[src/rtl/wb_pipe_stage.sv]
// MEM/WB pipeline register: selects ALU or load data, issues a one-cycle register-file
// write, keeps a sticky forwarding copy of the last write and counts retired instructions.
// Optional load extraction/extension is built when WB_LOAD_EXT_EN is defined (DATA_W must be 32).
module wb_pipe_stage #(
    parameter int DATA_W = 32,
    parameter int REG_AW = 5,
    parameter int CNT_W  = 32
) (
    input  logic              clk,
    input  logic              rst,
    input  logic              hold,
    input  logic              flush,
    input  logic              in_valid,
    output logic              in_ready,
    input  logic              in_reg_write,
    input  logic              in_mem_to_reg,
    input  logic [DATA_W-1:0] in_read_data,
    input  logic [DATA_W-1:0] in_alu_res,
    input  logic [REG_AW-1:0] in_des_reg,
`ifdef WB_LOAD_EXT_EN
    input  logic [1:0]        in_load_size,
    input  logic              in_load_unsigned,
    input  logic [1:0]        in_byte_off,
`endif
    output logic              rf_we,
    output logic [REG_AW-1:0] rf_waddr,
    output logic [DATA_W-1:0] rf_wdata,
    output logic              fwd_valid,
    output logic [REG_AW-1:0] fwd_reg,
    output logic [DATA_W-1:0] fwd_data,
    output logic [CNT_W-1:0]  retire_count
);

    logic              accept;
    logic              wr_en;
    logic [DATA_W-1:0] load_data;
    logic [DATA_W-1:0] wr_data;

    assign in_ready = !hold;
    assign accept   = in_valid && in_ready && !flush;

`ifdef WB_LOAD_EXT_EN
    logic [7:0]  load_byte;
    logic [15:0] load_half;
    logic        sign_bit;

    // Little-endian lanes: byte_off 0 selects bits 7:0.
    always_comb begin
        load_byte = in_read_data[7:0];
        case (in_byte_off)
            2'd0:    load_byte = in_read_data[7:0];
            2'd1:    load_byte = in_read_data[15:8];
            2'd2:    load_byte = in_read_data[23:16];
            default: load_byte = in_read_data[31:24];
        endcase
        load_half = in_byte_off[1] ? in_read_data[31:16] : in_read_data[15:0];
        sign_bit  = 1'b0;
        load_data = in_read_data;
        case (in_load_size)
            2'b00: begin
                sign_bit  = !in_load_unsigned && load_byte[7];
                load_data = {{24{sign_bit}}, load_byte};
            end
            2'b01: begin
                sign_bit  = !in_load_unsigned && load_half[15];
                load_data = {{16{sign_bit}}, load_half};
            end
            default: load_data = in_read_data;
        endcase
    end
`else
    assign load_data = in_read_data;
`endif

    assign wr_data = in_mem_to_reg ? load_data : in_alu_res;
    assign wr_en   = in_reg_write && (in_des_reg != '0);

    always_ff @(posedge clk) begin
        if (rst) begin
            rf_we        <= 1'b0;
            rf_waddr     <= '0;
            rf_wdata     <= '0;
            fwd_valid    <= 1'b0;
            fwd_reg      <= '0;
            fwd_data     <= '0;
            retire_count <= '0;
        end else if (accept) begin
            rf_we        <= wr_en;
            rf_waddr     <= in_des_reg;
            rf_wdata     <= wr_data;
            retire_count <= retire_count + CNT_W'(1);
            // Forwarding copy tracks only real writes and is otherwise sticky.
            if (wr_en) begin
                fwd_valid <= 1'b1;
                fwd_reg   <= in_des_reg;
                fwd_data  <= wr_data;
            end
        end else begin
            rf_we <= 1'b0;
        end
    end

endmodule

[config.mk]
export PLATFORM = sky130hd
export DESIGN_NAME = wb_pipe_stage
export DESIGN_NICKNAME = d
export VERILOG_FILES = /design/src/rtl/wb_pipe_stage.sv
export SDC_FILE = /design/constraint.sdc
export NUM_CORES = 1
export LEC_CHECK = 0
export BUFFER_PORTS_ARGS = -buffer_cell sky130_fd_sc_hd__buf_2
export CAP_MARGIN = 20
export CORE_MARGIN = 3
export CORE_UTILIZATION = 37
export CTS_CLUSTER_DIAMETER = 50
export DETAILED_ROUTE_END_ITERATION = 10
export PLACE_DENSITY_LB_ADDON = 0.05
export SLEW_MARGIN = 20
export SYNTH_ARGS = -nofsm -noshare
export SYNTH_HDL_FRONTEND = slang
export SYNTH_SLANG_ARGS = --single-unit
[constraint.sdc]
create_clock -name clk -period 4.1 [get_ports clk]
set_input_delay 0.82 -clock clk [delete_from_list [all_inputs] [get_ports clk]]
set_output_delay 0.82 -clock clk [all_outputs]
set_load 0.005 [all_outputs]
-- After elaboration in Yosys (flattened, before gate mapping)
Index checks and enable logic that the tools add are counted.
- mux-type cells: 1
- bitwise operators: 1
- divide/modulo/power cells: 0
- multiply operators: 0
- equal/unequal tests: 0
- $lt $le $gt $ge: 0
- add/sub/neg operators: 1
- reductions and logical operators: 8
- shifts and indexed selects: 0
- operators with widths (cell ; count):
    $add 32x1->32 const B ; 1
    $mux 32 ; 1
    $reduce_bool 5->1 ; 1
    $logic_and 1x1->1 ; 3
    $logic_not 1->1 ; 2
    $reduce_and 2->1 ; 1
    $reduce_or 2->1 ; 1
    $not 1->1 ; 1
- output and inout bits: 109
- input bits: 76
- memory bits (read-only): 0
- memories kept: 0
- bits in registers: 108
- latch bits: 0
- word-level logic and storage cells: 18
- memory bits (writable): 0

-- Depth between registers and ports, before layout
Gate-level depths: netlist (run 1).
- depth in word-level cells: 5
- mapped depth: 7
- mapped depth without buffers: 5

-- Least setup slack after synthesis (run 1)
Ideal clock, no wire load.
- path type: input to register
- from: in hold
- to: reg retire_count[22]
- setup time: 0.070 ns
- stages on the path: 6
- path slack: 1.421 ns
- path buffers: 2
- data arrival time: 2.608 ns
- required time: 4.030 ns
- path through: or3b_1 > buf_2 > or4_4 > buf_6 > or4_1 > a21oi_1
- cells in the longest elaborated chain, start to end: 3
- ends and longest elaborated chain (what ; line ; RTL):
    from (decl) ; 11 ; input logic hold,
    $logic_not 1->1 ; 39 ; assign in_ready = !hold;
    $logic_and 1x1->1 (2 in a row) ; 40 ; assign accept = in_valid && in_ready && !flush;
    to (signal assigned) ; 91 ; retire_count <= retire_count + CNT_W'(1);
    to (decl) ; 31 ; output logic [CNT_W-1:0] retire_count
Every way passes these cells.
A chain may end at the register's enable or synchronous reset.

-- Final worst setup path (run 1)
- from: in hold
- to: reg retire_count[20]
The elaborated chain is that of the path after synthesis.

==> results.txt, run 1 <==
worst min-delay path class = flip-flop to flip-flop
Setup Viol. Count Final = 0
CP max FO = 21
Leakage Power = 2.37 nW
Hold Path End = rf_waddr[2]
synthesized cell area = 4330 µm²
Hold Path Stages = 2
Layout Nets = 712
CTS Buffer Depth = 2
commonest cells after routing, fill and taps aside = buf_2 (183), dfxtp_1 (108), nor2_1 (78), a211oi_1 (64), mux2i_1 (32)
Hold-fix buffers, CTS = 0
Post-Syn Instances = 476
Max-cap violations = 0
Compound-Gate Fraction of Synth Area = 0.189
worst r2r dst = retire_count[20]
Core Rows = 38
CP Capture Type = flip-flop
final routed DRC violation total = 0
H-tree depth = 3
Setup Fix Bufs, Post-CTS = 0
r2r setup slk = 1840 ps
via/cell ratio = 5.14
DP Wirelength = 8.22 mm
VDD IR max = 303 µV
number of synthesized register bits = 108
Final Util = 0.501
Avg Cell Area, Syn = 9.10 µm²
Pwr Density = 375 nW/µm²
unrepaired setup endpoints after global routing = false
Final Critical Period = 2710 ps
DRT Pass-1 Iters = 4
clk sink count = 108
most common cell after layout, fill and taps aside = buf_2
Tot GR Track Use = 0.178
PortBufs = 184
post-CTS sizing = 0
Final ANT Viol Nets = 0
worst rel slew slack = 0.338
DR iter-0 viols = 173
largest family of logic cells by synthesized area = compound AO/OA/AOI/OAI gates
Starting Density = 0.389
CP Class = input pin to flip-flop
max-slew violations = 0
Die Footprint = 13,000 µm²
mux cell area share after synthesis = 0.0740
worst reg-to-reg path cell count = 5
final WL = 11.6 mm
largest net degree at the start of global routing = 95
grt total ovfl = 0
root buffer cell = clkbuf_16
XOR/XNOR Fraction of Synth Area = 0.0182
Setup crit start kind = input pin
status = complete, no violations
distinct cell type count after synthesis = 33
CTS tree = yes
CTS clk-pin slew, worst paths = 70 ps
Max Clock Freq = 370 MHz
clk_lat worst skew = 340 ps
Die W = 114 µm
area of the multi-input gates = 1990 µm²
area delta synth->final = 28.8%
Hold Vio Cnt, Final = 0
post-synthesis adder-cell area fraction = 0.00289
Worst R2R Start = retire_count[0]
hold path startpoint = rf_waddr[2]
Setup TNS = 0 ps
Filler cells = 1,101
worst-margin pin slew = 993 ps
post-synthesis simple-gate area fraction = 0.174
largest registers = fwd_data (32), retire_count (32), rf_wdata (32)
Worst Path Arrival = 2960 ps
core region area = 11,100 µm²
Post-synth EDFFs = 0
Ant. Diodes = 0
routed len/inst = 14.9 µm
Syn Nets = 553
WHS = 460 ps
vias = 4,002
RePlAce Congestion = 0.749
PnR worst setup slack = 1390 ps
pre-CTS WS = 1050 ps
asr flop ratio synth = 0
CTS Buf Count = 9
Yosys warnings = 0
Setup Skew = 6.47 ps
initial antenna violation count = 1
io pins = 185
Final period util = 0.660
sequential element share of the synthesized area = 0.499
layout cells sized above 1 = 0.326
Sequential cell area = 2160 µm²
Die Span Y = 114 µm
CP Data Required Time = 4360 ps
vias in the first global route = 3,859
first-pass GRT wire length = 18.9 mm
most common flop cell mapped by yosys = dfxtp_1
-- cells in the mapped netlist, types with 4 or more instances --
library cell	n	area share
inv_1	7	0.0061
a21oi_1	30	0.035
nand2_1	27	0.023
o31ai_1	12	0.021
o21ai_0	9	0.010
nand4_1	10	0.014
nor2_1	78	0.068
clkbuf_1	31	0.027
dfxtp_1	108	0.50
mux2i_1	32	0.074
xnor2_1	7	0.014
nor3_1	4	0.0046
nand3_1	7	0.0081
or3_1	9	0.013
buf_1	5	0.0043
a211oi_1	64	0.11
or4_1	14	0.024
-- per-stage QoR --
| step | std cells | instance area, µm² | power, mW |
|---|---|---|---|
| CTS | 779 | 5580 | 2.13 |
| finish | 779 | 5580 | 2.09 |
| detailed placement | 764 | 5300 | 1.31 |
| global route | 779 | 5580 | 2.19 |
| floorplan | 476 | 4330 | 1.22 |
| global placement | 764 | 5300 | 1.31 |
-- per-layer routing --
metal / part of all wire / wire length, µm / up-vias / track usage
met3: 0.079 / 922 / 10 / 0.0618
li1: - / - / 2041 / -
met5: 0.0011 / 13 / - / 0
met1: 0.44 / 5070 / 1834 / 0.231
met4: 0.0093 / 108 / 2 / 0.0467
met2: 0.47 / 5500 / 115 / 0.285
-- critical path, cell delays in order --
cell	delay, ps
buf_2	110
or3b_1	590
or4_4	740
or4_1	530
a21oi_1	160
-- how the worst max path moves through the flow --
| stage | start | cells past startpoint | slack [ps] | to |
|---|---|---|---|---|
| floorplan | hold | 6 | 1420 | retire_count[22] |
| global placement | hold | 5 | 1100 | retire_count[18] |
| detailed placement | hold | 5 | 1050 | retire_count[22] |
| CTS | hold | 5 | 1400 | retire_count[20] |
| global route | hold | 5 | 1270 | retire_count[22] |
| finish | hold | 5 | 1390 | retire_count[20] |
-- logic make-up (layout without fill, tap and decap cells) --
family,count (synthesis),in the layout
xor gates and xnor gates,9,9
adders and majority gates,1,1
buffers and inverters,46,209
DFF,108,108
AOI/OAI and AO/OA,121,121
muxes,32,32
and+or+nand+nor,159,159
-- report_power, final --
group          internal, mW  switching, mW
sequential             1.08         0.0159
combinational        0.0861          0.102
clock                 0.440          0.369
total                  1.61          0.487
-- layout make-up --
| cell class | count | share of cell area |
|---|---|---|
| multi-input cells | 322 | 0.357 |
| inverters | 7 | 0.00471 |
| flip-flops and latches | 108 | 0.388 |
| well taps | 140 | 0.0314 |
| clock inverters | 4 | 0.00449 |
| repair buffers | 187 | 0.170 |
| clock buffers | 11 | 0.0453 |
(Power assumes the default switching activity.)
==> inputs of run 2 (changes only) <==
clock period = 2.3 ns   (was 4.1 ns; I/O delays follow)
==> results.txt, run 2 (same netlist as run 1, synthesis figures left out) <==
clk_lat worst skew = 340 ps (about the same)
WHS = 389 ps (-70.5 ps)
core region area = 11,100 µm² (unchanged)
status = complete, no violations
DP Wirelength = 8.32 mm (+1.2%)
routed len/inst = 14.6 µm (-1.8%)
Ant. Diodes = 0 (unchanged)
unrepaired setup endpoints after global routing = false
root buffer cell = clkbuf_16
CP max FO = 18 (-14%)
area delta synth->final = 33.5%
CTS Buf Count = 9 (unchanged)
Worst Path Arrival = 2420 ps (-540 ps)
Comb pwr share = 0.092 (+0.002)
final WL = 11.7 mm (+0.65%)
DR iter-0 viols = 242 (+40%)
largest registers = fwd_data (32), retire_count (32), rf_wdata (32)
CTS tree = yes
Setup crit start kind = flip-flop
RePlAce Congestion = 0.725 (-3.2%)
CP Data Required Time = 2560 ps (-1800 ps)
clk sink count = 108 (unchanged)
Core Rows = 38 (unchanged)
M3 GR Usage = 0.0597 (-0.00211)
overall power = 3.83 mW (+83%)
Sw Ratio = 0.233 (+0.000550)
M2 GR Usage = 0.281 (-0.00429)
Setup Fix Bufs, Post-CTS = 0 (unchanged)
Hold-fix buffers, CTS = 0 (unchanged)
vias = 4,063 (+1.5%)
Starting Density = 0.389 (unchanged)
register share of total power = 0.509 (-0.015)
vias in the first global route = 3,848 (-0.29%)
Pwr Density = 662 nW/µm² (+77%)
Filler cells = 1,084 (-1.5%)
Final period util = 0.936
Int Pwr = 2.94 mW (+83%)
post-route insts no fill = 798 (+2.4%)
grt total ovfl = 0 (unchanged)
CP Capture Type = flip-flop
max-slew violations = 0 (unchanged)
Max-cap violations = 0 (unchanged)
via/cell ratio = 5.09 (-0.89%)
largest net degree at the start of global routing = 65 (-32%)
CP Class = flip-flop to flip-flop
DRT Pass-1 Iters = 4 (unchanged)
worst-margin pin slew = 506 ps (-487 ps)
clock share of power = 0.399 (+0.013)
GR peak layer = met2
Die Span Y = 114 µm (unchanged)
Hold Vio Cnt, Final = 0 (unchanged)
final routed DRC violation total = 0 (unchanged)
Die W = 114 µm (unchanged)
Leakage Power = 2.48 nW (+4.8%)
PortBufs = 184 (unchanged)
Max Clock Freq = 464 MHz
Setup TNS = 0 ps (unchanged)
layout cells sized above 1 = 0.343 (+0.0180)
post-CTS sizing = 0 (unchanged)
sw power = 0.892 mW (+83%)
Final Critical Period = 2150 ps
Final ANT Viol Nets = 0 (unchanged)
most common cell after layout, fill and taps aside = buf_2
worst rel slew slack = 0.661 (+0.323)
Setup Viol. Count Final = 0 (unchanged)
initial antenna violation count = 0 (-1)
first-pass GRT wire length = 18.8 mm (-0.47%)
GR Layer Usage met1 = 0.230 (-0.00149)
VDD IR max = 475 µV (+57%)
DP Cell Count = 782 (+2.4%)
H-tree depth = 3 (unchanged)
commonest cells after routing, fill and taps aside = buf_2 (183), dfxtp_1 (108), nor2_1 (78), a211oi_1 (64), mux2i_1 (32)
Tot GR Track Use = 0.176 (-0.00266)
Layout Nets = 730 (+2.5%)
CTS clk-pin slew, worst paths = 70 ps (about the same)
worst min-delay path class = input pin to flip-flop
CTS Buffer Depth = 2 (unchanged)
Die Footprint = 13,000 µm² (unchanged)
Setup Skew = 2.96 ps (-3.51 ps)
io pins = 185 (unchanged)
-- run 2: changes by cell type in the layout (fill, tap and decap cells not counted), sizes merged --
| cell | previous run | this run |
|---|---|---|
| buf | 187 | 205 |
| clkinv | 2 | 4 |
| clkbuf | 11 | 10 |
| bufinv | 0 | 1 |
| clkinvlp | 2 | 1 |
-- run 2: metal layers --
layer / routed length (µm) / vias to the layer above
li1: - / 2087
met1: 5220 / 1849
met2: 5500 / 120
met3: 866 / 7
met4: 105 / 0
met5: 0 / -
-- run 2: worst paths after layout --
path	depth (start not counted)	startpoint	slack, ps	end
worst min-delay path	3	in_des_reg[3]	390	rf_waddr[3]
worst max-delay path	5	retire_count[1]	150	retire_count[18]
worst max register to register	5	retire_count[1]	150	retire_count[18]
worst min register to register	2	rf_waddr[3]	460	rf_waddr[3]
-- run 2: area by class of cell --
type	instances	area, µm²	share of cell area
multi-input combinational	322	1990	0.344
clock inverter	6	65.1	0.0113
clock buffer	10	229	0.0396
tap	140	175	0.0303
inverter	7	26.3	0.00455
timing repair buffer	205	1130	0.196
sequential	108	2160	0.374
-- run 2: power groups by stage --
| stage | registers [mW] | clock network, mW | logic [mW] |
|---|---|---|---|
| 2_1_floorplan | 2.00 | 0 | 0.173 |
| 4_1_cts | 1.95 | 1.58 | 0.358 |
| 6_report | 1.95 | 1.53 | 0.350 |
| 5_1_grt | 1.96 | 1.65 | 0.394 |
| 3_5_place_dp | 1.99 | 0 | 0.357 |
| 3_3_place_gp | 1.99 | 0 | 0.352 |
-- run 2: through the flow --
step / cell area, µm² / worst slack (ps) / util
4_1_cts: 5780 / 133 / 0.519
3_3_place_gp: 5490 / -108 / 0.493
3_5_place_dp: 5490 / -158 / 0.493
5_1_grt: 5780 / 13.2 / 0.519
6_report: 5780 / 147 / 0.519
2_1_floorplan: 4340 / -1.91 / -
-- run 2: critical path, stage by stage (launching register included) --
cell     delay, ps
dfxtp_1        400
ha_1           190
nand3_1        140
or4_4          670
or4_1          530
a21oi_1        160
==> inputs of run 3 (changes only) <==
GPL_TIMING_DRIVEN = 0   (was unset)
TNS_END_PERCENT = 1   (was unset)
==> results.txt, run 3 (same netlist as run 1, synthesis figures left out) <==
via/cell ratio = 5.14 (+0.88%)
Setup Fix Bufs, Post-CTS = 0 (unchanged)
RePlAce Congestion = 0.784 (+8.1%)
Max Clock Freq = 458 MHz (-1.4%)
max-slew violations = 0 (unchanged)
Setup crit start kind = input pin
Ant. Diodes = 0 (unchanged)
io pins = 185 (unchanged)
DP Wirelength = 9.79 mm (+18%)
PortBufs = 182 (-1.1%)
CP Data Required Time = 2500 ps (-60 ps)
Die Span Y = 114 µm (unchanged)
largest registers = fwd_data (32), retire_count (32), rf_wdata (32)
Worst R2R Start = retire_count[0]
PnR worst setup slack = 116 ps (-31.0 ps)
Final ANT Viol Nets = 0 (unchanged)
Leakage Power = 2.43 nW (-2.0%)
area of the multi-input gates = 2010 µm² (+0.75%)
post-route insts no fill = 814 (+2.0%)
first-pass GRT wire length = 21.0 mm (+12%)
Die W = 114 µm (unchanged)
final routed DRC violation total = 0 (unchanged)
CP Capture Type = flip-flop
Starting Density = 0.389 (unchanged)
routed len/inst = 16.1 µm (+9.8%)
CTS Buffer Depth = 2 (unchanged)
core region area = 11,100 µm² (unchanged)
CTS clk-pin slew, worst paths = 70 ps (about the same)
unrepaired setup endpoints after global routing = false
worst-margin pin slew = 805 ps (+298 ps)
Tot GR Track Use = 0.199 (+0.0235)
Final period util = 0.950 (+0.0135)
CTS Buf Count = 9 (unchanged)
status = complete, no violations
worst rel slew slack = 0.464 (-0.197)
CP Class = input pin to flip-flop
Setup Viol. Count Final = 0 (unchanged)
clk sink count = 108 (unchanged)
Hold Vio Cnt, Final = 0 (unchanged)
Setup Skew = 3.51 ps (+0.546 ps)
root buffer cell = clkbuf_16
Max-cap violations = 0 (unchanged)
DRT Pass-1 Iters = 4 (unchanged)
Layout Nets = 746 (+2.2%)
Setup TNS = 0 ps (unchanged)
vias = 4,181 (+2.9%)
Pwr Density = 677 nW/µm² (+2.1%)
largest net degree at the start of global routing = 17 (-74%)
hold path startpoint = in_des_reg[3]
H-tree depth = 3 (unchanged)
Die Footprint = 13,000 µm² (unchanged)
Worst Path Arrival = 2390 ps (-30 ps)
Crit. Startpoint = hold
pre-CTS WS = -445 ps (-287 ps)
Sequential cell area = 2170 µm² (+0.17%)
Core Rows = 38 (unchanged)
area delta synth->final = 32.9%
most common cell after layout, fill and taps aside = buf_2
commonest cells after routing, fill and taps aside = buf_2 (184), dfxtp_1 (105), nor2_1 (78), a211oi_1 (64), mux2i_1 (32)
layout cells sized above 1 = 0.316 (-0.0274)
initial antenna violation count = 0 (unchanged)
vias in the first global route = 4,072 (+5.8%)
DP Cell Count = 798 (+2.0%)
grt total ovfl = 0 (unchanged)
DR iter-0 viols = 225 (-7.0%)
VDD IR max = 470 µV (-1.1%)
final WL = 13.1 mm (+12%)
Hold-fix buffers, CTS = 0 (unchanged)
Final Critical Period = 2180 ps (+31.0 ps)
Filler cells = 1,087 (+0.28%)
CP max FO = 10 (-8)
clk_lat worst skew = 340 ps (about the same)
CTS tree = yes
worst min-delay path class = input pin to flip-flop
run 3: repair_timing:
action                                  CTS  global route
endpoints found under the setup margin   23            13
gates cloned                              0             0
resized for setup                         2             9
run 3: path summary, 6_finish.rpt:
kind                       to  slack (ps)  cells past startpoint
max          retire_count[27]         120                      8
min               rf_waddr[3]         390                      3
max reg2reg  retire_count[22]         140                      6
min reg2reg        fwd_reg[4]         450                      2
run 3: critical path, cell delays in order:
cell      delay [ps]
buf_2            110
or3b_1           360
buf_2            160
or4_4            580
buf_6            160
clkbuf_2         200
o31ai_1          260
a21oi_1           90
run 3: stage by stage:
stage / utilization / cell area, µm² / power, mW / hold WS (ps)
6_report: 0.517 / 5750 / 3.89 / 387
3_3_place_gp: 0.487 / 5420 / 2.35 / 445
3_5_place_dp: 0.487 / 5420 / 2.36 / 447
4_1_cts: 0.515 / 5730 / 3.93 / 374
2_1_floorplan: - / 4340 / 2.17 / 453
5_1_grt: 0.517 / 5750 / 4.06 / 381
run 3: cell type report:
| cell class | count | area share |
|---|---|---|
| clock buffers | 12 | 0.0446 |
| inverters | 7 | 0.00457 |
| repair buffers | 182 | 0.158 |
| flip-flops and latches | 108 | 0.376 |
| plain buffers | 39 | 0.0287 |
| multi-input cells | 322 | 0.349 |
| clock inverters | 4 | 0.00826 |
| well taps | 140 | 0.0304 |
run 3: metal layers:
| layer | up-vias | track usage | routed length [µm] |
|---|---|---|---|
| li1 | 2108 | - | - |
| met1 | 1934 | 0.263 | 5820 |
| met2 | 126 | 0.325 | 6220 |
| met3 | 13 | 0.0465 | 874 |
| met4 | 0 | 0.0602 | 175 |
| met5 | - | 0 | 0 |
run 3: where the power goes:
part	internal (mW)	switching (mW)
clock network	0.902	0.680
registers	1.92	0.0307
logic	0.158	0.198
total	2.98	0.908
